[src/rtl/alu_arbiter.sv]
// Two-requester round-robin arbiter in front of a shared multi-cycle ALU.
// Optional macro ALU_ARB_FLAGS_EN builds a register that captures alu_flags into rsp_flags.
module alu_arbiter #(
    parameter int unsigned SETTLE_CYCLES = 1
) (
    input  logic        clk,
    input  logic        rst_n,
    input  logic [1:0]  req_valid,
    output logic [1:0]  req_ready,
    input  logic [63:0] req_a,
    input  logic [63:0] req_b,
    input  logic [7:0]  req_opcode,
    input  logic [1:0]  req_mode,
    output logic [31:0] alu_a,
    output logic [31:0] alu_b,
    output logic [3:0]  alu_opcode,
    output logic        alu_mode,
    input  logic [63:0] alu_out,
    input  logic [4:0]  alu_flags,
    output logic        rsp_valid,
    input  logic        rsp_ready,
    output logic        rsp_id,
    output logic [63:0] rsp_result,
    output logic [4:0]  rsp_flags,
    output logic        busy
);

    typedef enum logic [1:0] {IDLE, SETTLE, RESP} state_t;

    localparam logic [1:0] CNT_LAST = 2'(SETTLE_CYCLES - 1);

    state_t     state;
    logic       ptr;
    logic [1:0] cnt;
    logic       gnt_any;
    logic       gnt_id;

    // Grant is combinational and suppressed while reset is held.
    always_comb begin
        gnt_any   = (state == IDLE) && rst_n && (req_valid != 2'b00);
        gnt_id    = (req_valid == 2'b11) ? ptr : req_valid[1];
        req_ready = '0;
        if (gnt_any) begin
            req_ready[gnt_id] = 1'b1;
        end
    end

`ifdef ALU_ARB_FLAGS_EN
    logic [4:0] flags_q;
    assign rsp_flags = flags_q;
`else
    logic unused_flags;
    assign unused_flags = ^alu_flags;
    assign rsp_flags    = '0;
`endif

    always_ff @(posedge clk) begin
        if (!rst_n) begin
            state      <= IDLE;
            ptr        <= 1'b0;
            cnt        <= '0;
            alu_a      <= '0;
            alu_b      <= '0;
            alu_opcode <= '0;
            alu_mode   <= 1'b0;
            rsp_valid  <= 1'b0;
            rsp_id     <= 1'b0;
            rsp_result <= '0;
            busy       <= 1'b0;
`ifdef ALU_ARB_FLAGS_EN
            flags_q    <= '0;
`endif
        end else begin
            case (state)
                IDLE: begin
                    if (gnt_any) begin
                        alu_a      <= req_a[{gnt_id, 5'd0} +: 32];
                        alu_b      <= req_b[{gnt_id, 5'd0} +: 32];
                        alu_opcode <= req_opcode[{gnt_id, 2'd0} +: 4];
                        alu_mode   <= req_mode[gnt_id];
                        rsp_id     <= gnt_id;
                        cnt        <= '0;
                        busy       <= 1'b1;
                        state      <= SETTLE;
                    end
                end
                SETTLE: begin
                    if (cnt == CNT_LAST) begin
                        rsp_result <= alu_out;
`ifdef ALU_ARB_FLAGS_EN
                        flags_q    <= alu_flags;
`endif
                        rsp_valid  <= 1'b1;
                        state      <= RESP;
                    end else begin
                        cnt <= cnt + 2'd1;
                    end
                end
                RESP: begin
                    if (rsp_ready) begin
                        rsp_valid <= 1'b0;
                        ptr       <= ~rsp_id;
                        busy      <= 1'b0;
                        state     <= IDLE;
                    end
                end
                default: state <= IDLE;
            endcase
        end
    end

endmodule

[config.mk]
export PLATFORM = sky130hd
export DESIGN_NAME = alu_arbiter
export DESIGN_NICKNAME = d
export VERILOG_FILES = /design/src/rtl/alu_arbiter.sv
export SDC_FILE = /design/constraint.sdc
export NUM_CORES = 1
export LEC_CHECK = 0
export CAP_MARGIN = 10
export CORE_AREA = 2 2 137 139
export CTS_CLUSTER_DIAMETER = 50
export DETAILED_ROUTE_END_ITERATION = 10
export DIE_AREA = 0 0 139 141
export PLACE_DENSITY_LB_ADDON = 0.1
export SKIP_LAST_GASP = 1
export SYNTH_ARGS = -nofsm -noshare
export SYNTH_HDL_FRONTEND = slang
export SYNTH_SLANG_ARGS = --single-unit
[constraint.sdc]
create_clock -name clk -period 2.56 [get_ports clk]
set_clock_uncertainty 0.05 [all_clocks]
set_input_delay 0.384 -clock clk [delete_from_list [all_inputs] [get_ports clk]]
set_output_delay 0.384 -clock clk [all_outputs]
set_load 0.05 [all_outputs]
==> results of run 1 <==
## worst min-delay path, cell delays in order, from the launching register on
cell,delay [ns]
dfxtp_1,0.31
nand2_1,0.05
a21oi_1,0.05
## stage by stage
stage,cell area (sq um),cells
2_1_floorplan,5530,651
3_3_place_gp,9170,1177
5_1_grt,9800,1209
3_5_place_dp,9170,1177
6_report,9800,1209
4_1_cts,9800,1208
## how the worst min path moves through the flow
stage | start | cells past startpoint | slack (ns) | end
after floorplan | cnt[1] | 2 | 0.41 | cnt[1]
after global placement | rsp_result[32] | 2 | 0.39 | rsp_result[32]
after detailed placement | rsp_result[63] | 2 | 0.40 | rsp_result[63]
after CTS | rsp_result[37] | 2 | 0.40 | rsp_result[37]
after global routing | rsp_result[35] | 2 | 0.42 | rsp_result[35]
final | rsp_result[6] | 2 | 0.40 | rsp_result[6]
## final cells by class
class,count,area [sq um]
fillers,1742,8470
repair buffers,359,3670
flip-flops and latches,141,2820
multi-input cells,438,2360
clock buffers,19,443
well taps,234,293
clock inverters,12,186
inverters,5,18.8
diodes,1,2.50
## metal layers
| metal | wire length, um | GRT usage, % | up-vias |
|---|---|---|---|
| li1 | - | - | 2889 |
| met2 | 9590 | 32.6 | 231 |
| met5 | 0 | 0 | - |
| met4 | 300 | 6.43 | 0 |
| met1 | 9010 | 26.0 | 2762 |
| met3 | 1760 | 6.79 | 16 |
## cell usage in the layout (no fill, tap or decap), types with 2 or more instances in the layout
cell type,n
clkbuf_16,17
buf_4,7
clkdlybuf4s50_1,341
a221o_1,69
conb_1,5
nor3_1,71
dfxtp_1,141
nand2_1,197
o21ai_0,2
clkinv_4,2
bufinv_16,4
nor2_1,4
inv_1,4
buf_12,10
inv_6,3
a21oi_1,70
clkinvlp_4,3
## registers in the layout, summed over array words and instances (netlist names)
register    cells
alu_a          32
alu_b          32
alu_mode        1
alu_opcode      4
busy            1
cnt             2
ptr             1
rsp_id          1
rsp_result     64
rsp_valid       1
state           2
## kinds of logic (layout without fill, tap and decap cells)
family,after synthesis,after routing,share of synthesized area (%)
compound gates,150,150,20.6
fa+ha+maj,1,1,0.227
simple gates,282,282,21.5
flops,141,141,51.2
buf+inv,72,395,6.43
other cells,1,6,0.0681
## power by group through the flow
| stage | logic [uW] | registers [uW] | clock network (uW) |
|---|---|---|---|
| floorplan | 525 | 3270 | 0 |
| global placement | 2130 | 2560 | 0 |
| detailed placement | 2130 | 2570 | 0 |
| CTS | 2140 | 2520 | 2730 |
| global route | 2230 | 2550 | 2810 |
| finish | 2120 | 2520 | 2660 |
==> qor.yml, run 1 <==
outcome:
  status: "finished, final reports clean"
sta:
  worst_pin_slew_ns: 0.733
  rsz0062_at_grt: "no"
  fmax_ghz: 0.420
  hold_ws_ns: 0.402
  finalSetupViolCount: 0
  slew_violations: 0
  min_period_over_period_pct: 93.0
  finalSetupTns_ns: 0
  fin_ws_ns: 0.178
  timing_hold_violations_final: 0
  slew_headroom_pct: 51.2
  min_period_ns: 2.38
route:
  wl_per_cell_um: 17.1
  dr.pass1.iters: 4
  first_iter_violations: 253
  post_drt_via_cell_ratio: 4.88
  drc_errors: 0
  finalWirelength_um: 20700
  dr_total_vias: 5898
  postRouteAntennaNets: 0
die:
  core_sq_um: 18300
  fp-row-count: 50
  start_util_pct: 30.2
  chipWidth_um: 139
  dieArea_sq_um: 19600
  io_pins: 355
  die_h_um: 141
min_path:
  worstHoldPathType: "reg2reg"
worst_setup_path:
  cp.arrival_ns: 1.95
  crit_fanout: 12
  path_cells: "or3b_2 -> a211oi_4 -> buf_12 -> buf_12"
  crit_end: "req_ready[0]"
  crit_path_start: "state[0]"
  cp.required_ns: 2.13
  critPathTopFamily: "simple AND/OR/NAND/NOR gates"
  rrSetupSlack_ns: 0.60
  rr_worst_depth: 5
  reg2reg_from: "state[0]"
  slowest_stage: "or3b_2"
  slowest_delay_ns: 0.56
  start_kind: "flop"
  r2r_end: "alu_a[3]"
  critPathCaptureType: "output port"
  cpMostUsedCell: "buf_12"
  cp_num_buf_inv: 2
  crit_cells: 4
  critPathKind: "reg2out"
power:
  ir_drop_mv: 0.429
  p_seq_share_pct: 34.5
  p_int_uw: 4920
  p_leak_uw: 0.00362
  p_per_area_nw_per_um2: 745
  switching_share_pct: 32.7
  switching_power_uw: 2380
  clockPowerShare_pct: 36.5
  p_total_uw: 7300
  pwr-share-comb_pct: 29.0
synthesis:
  syn_avg_cell_area_sq_um: 8.52
  ys_seq_elements: 141
  synthArstFlopShare_pct: 0
  synth_most_common_cell: "nand2_1"
  synthFlopType: "dfxtp_1"
  ys_warn_count: 0
  ys_types: 33
  synth_area_sq_um: 5510
  synth_common_cells: "nand2_1 (197), dfxtp_1 (141), nor3_1 (71)"
  ys_top_cells_by_area: "dfxtp_1 (51%), nand2_1 (13%), a221o_1 (13%)"
  netlist.area_leader.share_pct: 51.2
  synthCells: 647
  synth_area_leader_cell: "dfxtp_1"
  synth_edf_count: 0
  seq_area_frac_synth_pct: 51.2
final_layout:
  area_growth_pct: 77.9
  drive_above_1_share_pct: 5.65
  fin_nets: 1175
  fin_util_pct: 53.7
placement:
  gp_congestion: 0.742
  pre_cts_ws_ns: 0.174
  io_buffers: 344
  hpwl_um: 13800
global_routing:
  antenna_found_initial: 1
  grt_max_degree: 70
  track_usage_pct: 20.3
  grt_overflow: 0
  grt_pass1_vias: 5513
  grt_pass1_wl_um: 31700
clock_tree:
  cts_setup_buffers: 0
  clk_latency_ns: 0.41
  tritoncts: "built"
  clk_pin_slew_ns: 0.06
  cts_root_buffer: "clkbuf_16"
  cts_buffer_depth: 2
  post_cts_resized: 0
  htreeDepth: 4
  hold_buffers: 0
  clock_sinks: 141
  cts_made_buffers: 17
flow_run:
  drv_cap: 0
No activity file was read; power rests on OpenSTA's default activity.
==> run 2, diff against run 1 <==
clock period = 2.6 ns   (was 2.56 ns; I/O delays follow)
==> run 2 against run 1 <==
Cell area increased by 0.10%; setup slack improved by 0.030 ns; hold slack about the same; highest routed layer is now met5; largest power group unchanged; register-to-register slack improved by 0.04 ns; first-iteration DRC count increased by 1.6%; non-clock buffer count increased by 1; combinational power decreased by 2%.
==> qor.yml, run 2 (synthesis gave the netlist of run 1 again) <==
outcome:
  status: "finished, final reports clean"
sta:
  worst_pin_slew_ns: 0.734
  finalSetupTns_ns: 0
  finalSetupViolCount: 0
  slew_headroom_pct: 51.1
  rsz0062_at_grt: "no"
  fin_ws_ns: 0.208
  fmax_ghz: 0.418
  slew_violations: 0
  min_period_ns: 2.39
  min_period_over_period_pct: 92.0
  timing_hold_violations_final: 0
final_layout:
  stdcell_area_sq_um: 9810
  drive_above_1_share_pct: 5.94
  fillers: 1720
  mostFrequentLayoutCell: "clkdlybuf4s50_1"
  top_regs: "rsp_result: 64 flops, alu_a: 32 flops, alu_b: 32 flops"
  final_cell_mix: "clkdlybuf4s50_1 (341), nand2_1 (197), dfxtp_1 (141), nor3_1 (71), a21oi_1 (70)"
  top_register: "rsp_result"
  area_growth_pct: 78.0
  fin_util_pct: 53.7
  fin_nets: 1176
  largest_reg_flops: 64
worst_setup_path:
  rrSetupSlack_ns: 0.64
  path_cells: "or3b_2 -> a211oi_4 -> buf_12 -> buf_12"
  cp_num_buf_inv: 2
  reg2reg_from: "state[0]"
  cp.arrival_ns: 1.95
  cp.required_ns: 2.16
  critPathTopFamily: "simple AND/OR/NAND/NOR gates"
  cpMostUsedCell: "buf_12"
  slowest_delay_ns: 0.56
  start_kind: "flop"
  critPathCaptureType: "output port"
  rr_worst_depth: 5
  r2r_end: "alu_b[31]"
  crit_fanout: 12
  slowest_stage: "or3b_2"
  critPathKind: "reg2out"
min_path:
  worstHoldPathType: "reg2reg"
  whs_path_depth: 2
  min_from: "rsp_result[46]"
  min_delay_worst_endpoint: "rsp_result[46]"
power:
  clockPowerShare_pct: 37.0
  switching_power_uw: 2390
  switching_share_pct: 33.0
  ir_drop_mv: 0.421
  pwr-share-comb_pct: 28.7
  p_seq_share_pct: 34.3
  p_per_area_nw_per_um2: 738
  p_leak_uw: 0.00362
  p_int_uw: 4850
route:
  finalWirelength_um: 20600
  post_drt_via_cell_ratio: 4.85
  postRouteAntennaNets: 0
  drc_errors: 0
  first_iter_violations: 257
  wl_per_cell_um: 17.0
  dr_total_vias: 5875
  dr.pass1.iters: 4
clock_tree:
  htreeDepth: 4
  post_cts_resized: 0
  clk_pin_slew_ns: 0.07
  cts_root_buffer: "clkbuf_16"
  cts_made_buffers: 17
  clock_sinks: 141
  cts_setup_buffers: 0
  hold_buffers: 0
  cts_buffer_depth: 2
  clk_latency_ns: 0.42
  tritoncts: "built"
placement:
  pre_cts_ws_ns: 0.205
  gp_congestion: 0.750
  placed_area_sq_um: 9160
  io_buffers: 344
  hpwl_um: 13900
global_routing:
  grt_pass1_wl_um: 32300
  track_usage_pct: 20.7
  grt_max_degree: 67
  grt_pass1_vias: 5719
  antenna_found_initial: 2
  grt_overflow: 0
die:
  start_util_pct: 30.2
  fp-row-count: 50
  chipWidth_um: 139
  die_h_um: 141
  core_sq_um: 18300
  dieArea_sq_um: 19600
  io_pins: 355
flow_run:
  drv_cap: 0
## run 2: power by group through the flow
stage / logic (uW) / clock network, uW / registers, uW
final: 2080 / 2680 / 2480
after global routing: 2200 / 2840 / 2510
after CTS: 2100 / 2750 / 2480
after floorplan: 517 / 0 / 3220
after global placement: 2090 / 0 / 2520
after detailed placement: 2100 / 0 / 2530
## run 2: worst reg2reg max path: stages, from the launching register on
cell and delay (ns):
dfxtp_1 0.42, or3b_2 0.56, a211oi_4 0.27, buf_12 0.16, buf_4 0.25, a221o_1 0.20
## run 2: cell type report
| cell class | count | area [sq um] | area share, % |
|---|---|---|---|
| Timing Repair Buffer | 360 | 3670 | 37.4 |
| Sequential cell | 141 | 2820 | 28.8 |
| Multi-Input combinational cell | 438 | 2360 | 24.1 |
| Clock buffer | 18 | 439 | 4.48 |
| Tap cell | 234 | 293 | 2.98 |
| Clock inverter | 14 | 205 | 2.09 |
| Inverter | 5 | 18.8 | 0.191 |
| Antenna cell | 1 | 2.50 | 0.0255 |
## run 2: worst max path at each step
stage	slack, ns	endpoint	start	cells past startpoint
floorplan	0.38	req_ready[1]	rst_n	4
global placement	0.20	req_ready[0]	rst_n	5
detailed placement	0.20	req_ready[0]	rst_n	5
CTS	0.18	req_ready[0]	state[0]	4
global route	0.10	req_ready[0]	state[0]	4
finish	0.21	req_ready[0]	state[0]	4
## run 2: per-layer routing
| metal | GRT usage (%) | share of wire (%) | up-vias |
|---|---|---|---|
| li1 | - | - | 2903 |
| met1 | 25.1 | 42 | 2719 |
| met4 | 6.49 | 1.3 | 2 |
| met2 | 33.6 | 47 | 233 |
| met5 | 0 | 0.063 | - |
| met3 | 8.63 | 9.0 | 18 |
## run 2: through the flow
step	power [uW]	std cells	hold WS (ns)
2_1_floorplan	3740	651	0.407
3_3_place_gp	4620	1178	0.390
3_5_place_dp	4620	1178	0.395
4_1_cts	7330	1210	0.404
5_1_grt	7540	1211	0.423
6_report	7240	1211	0.403
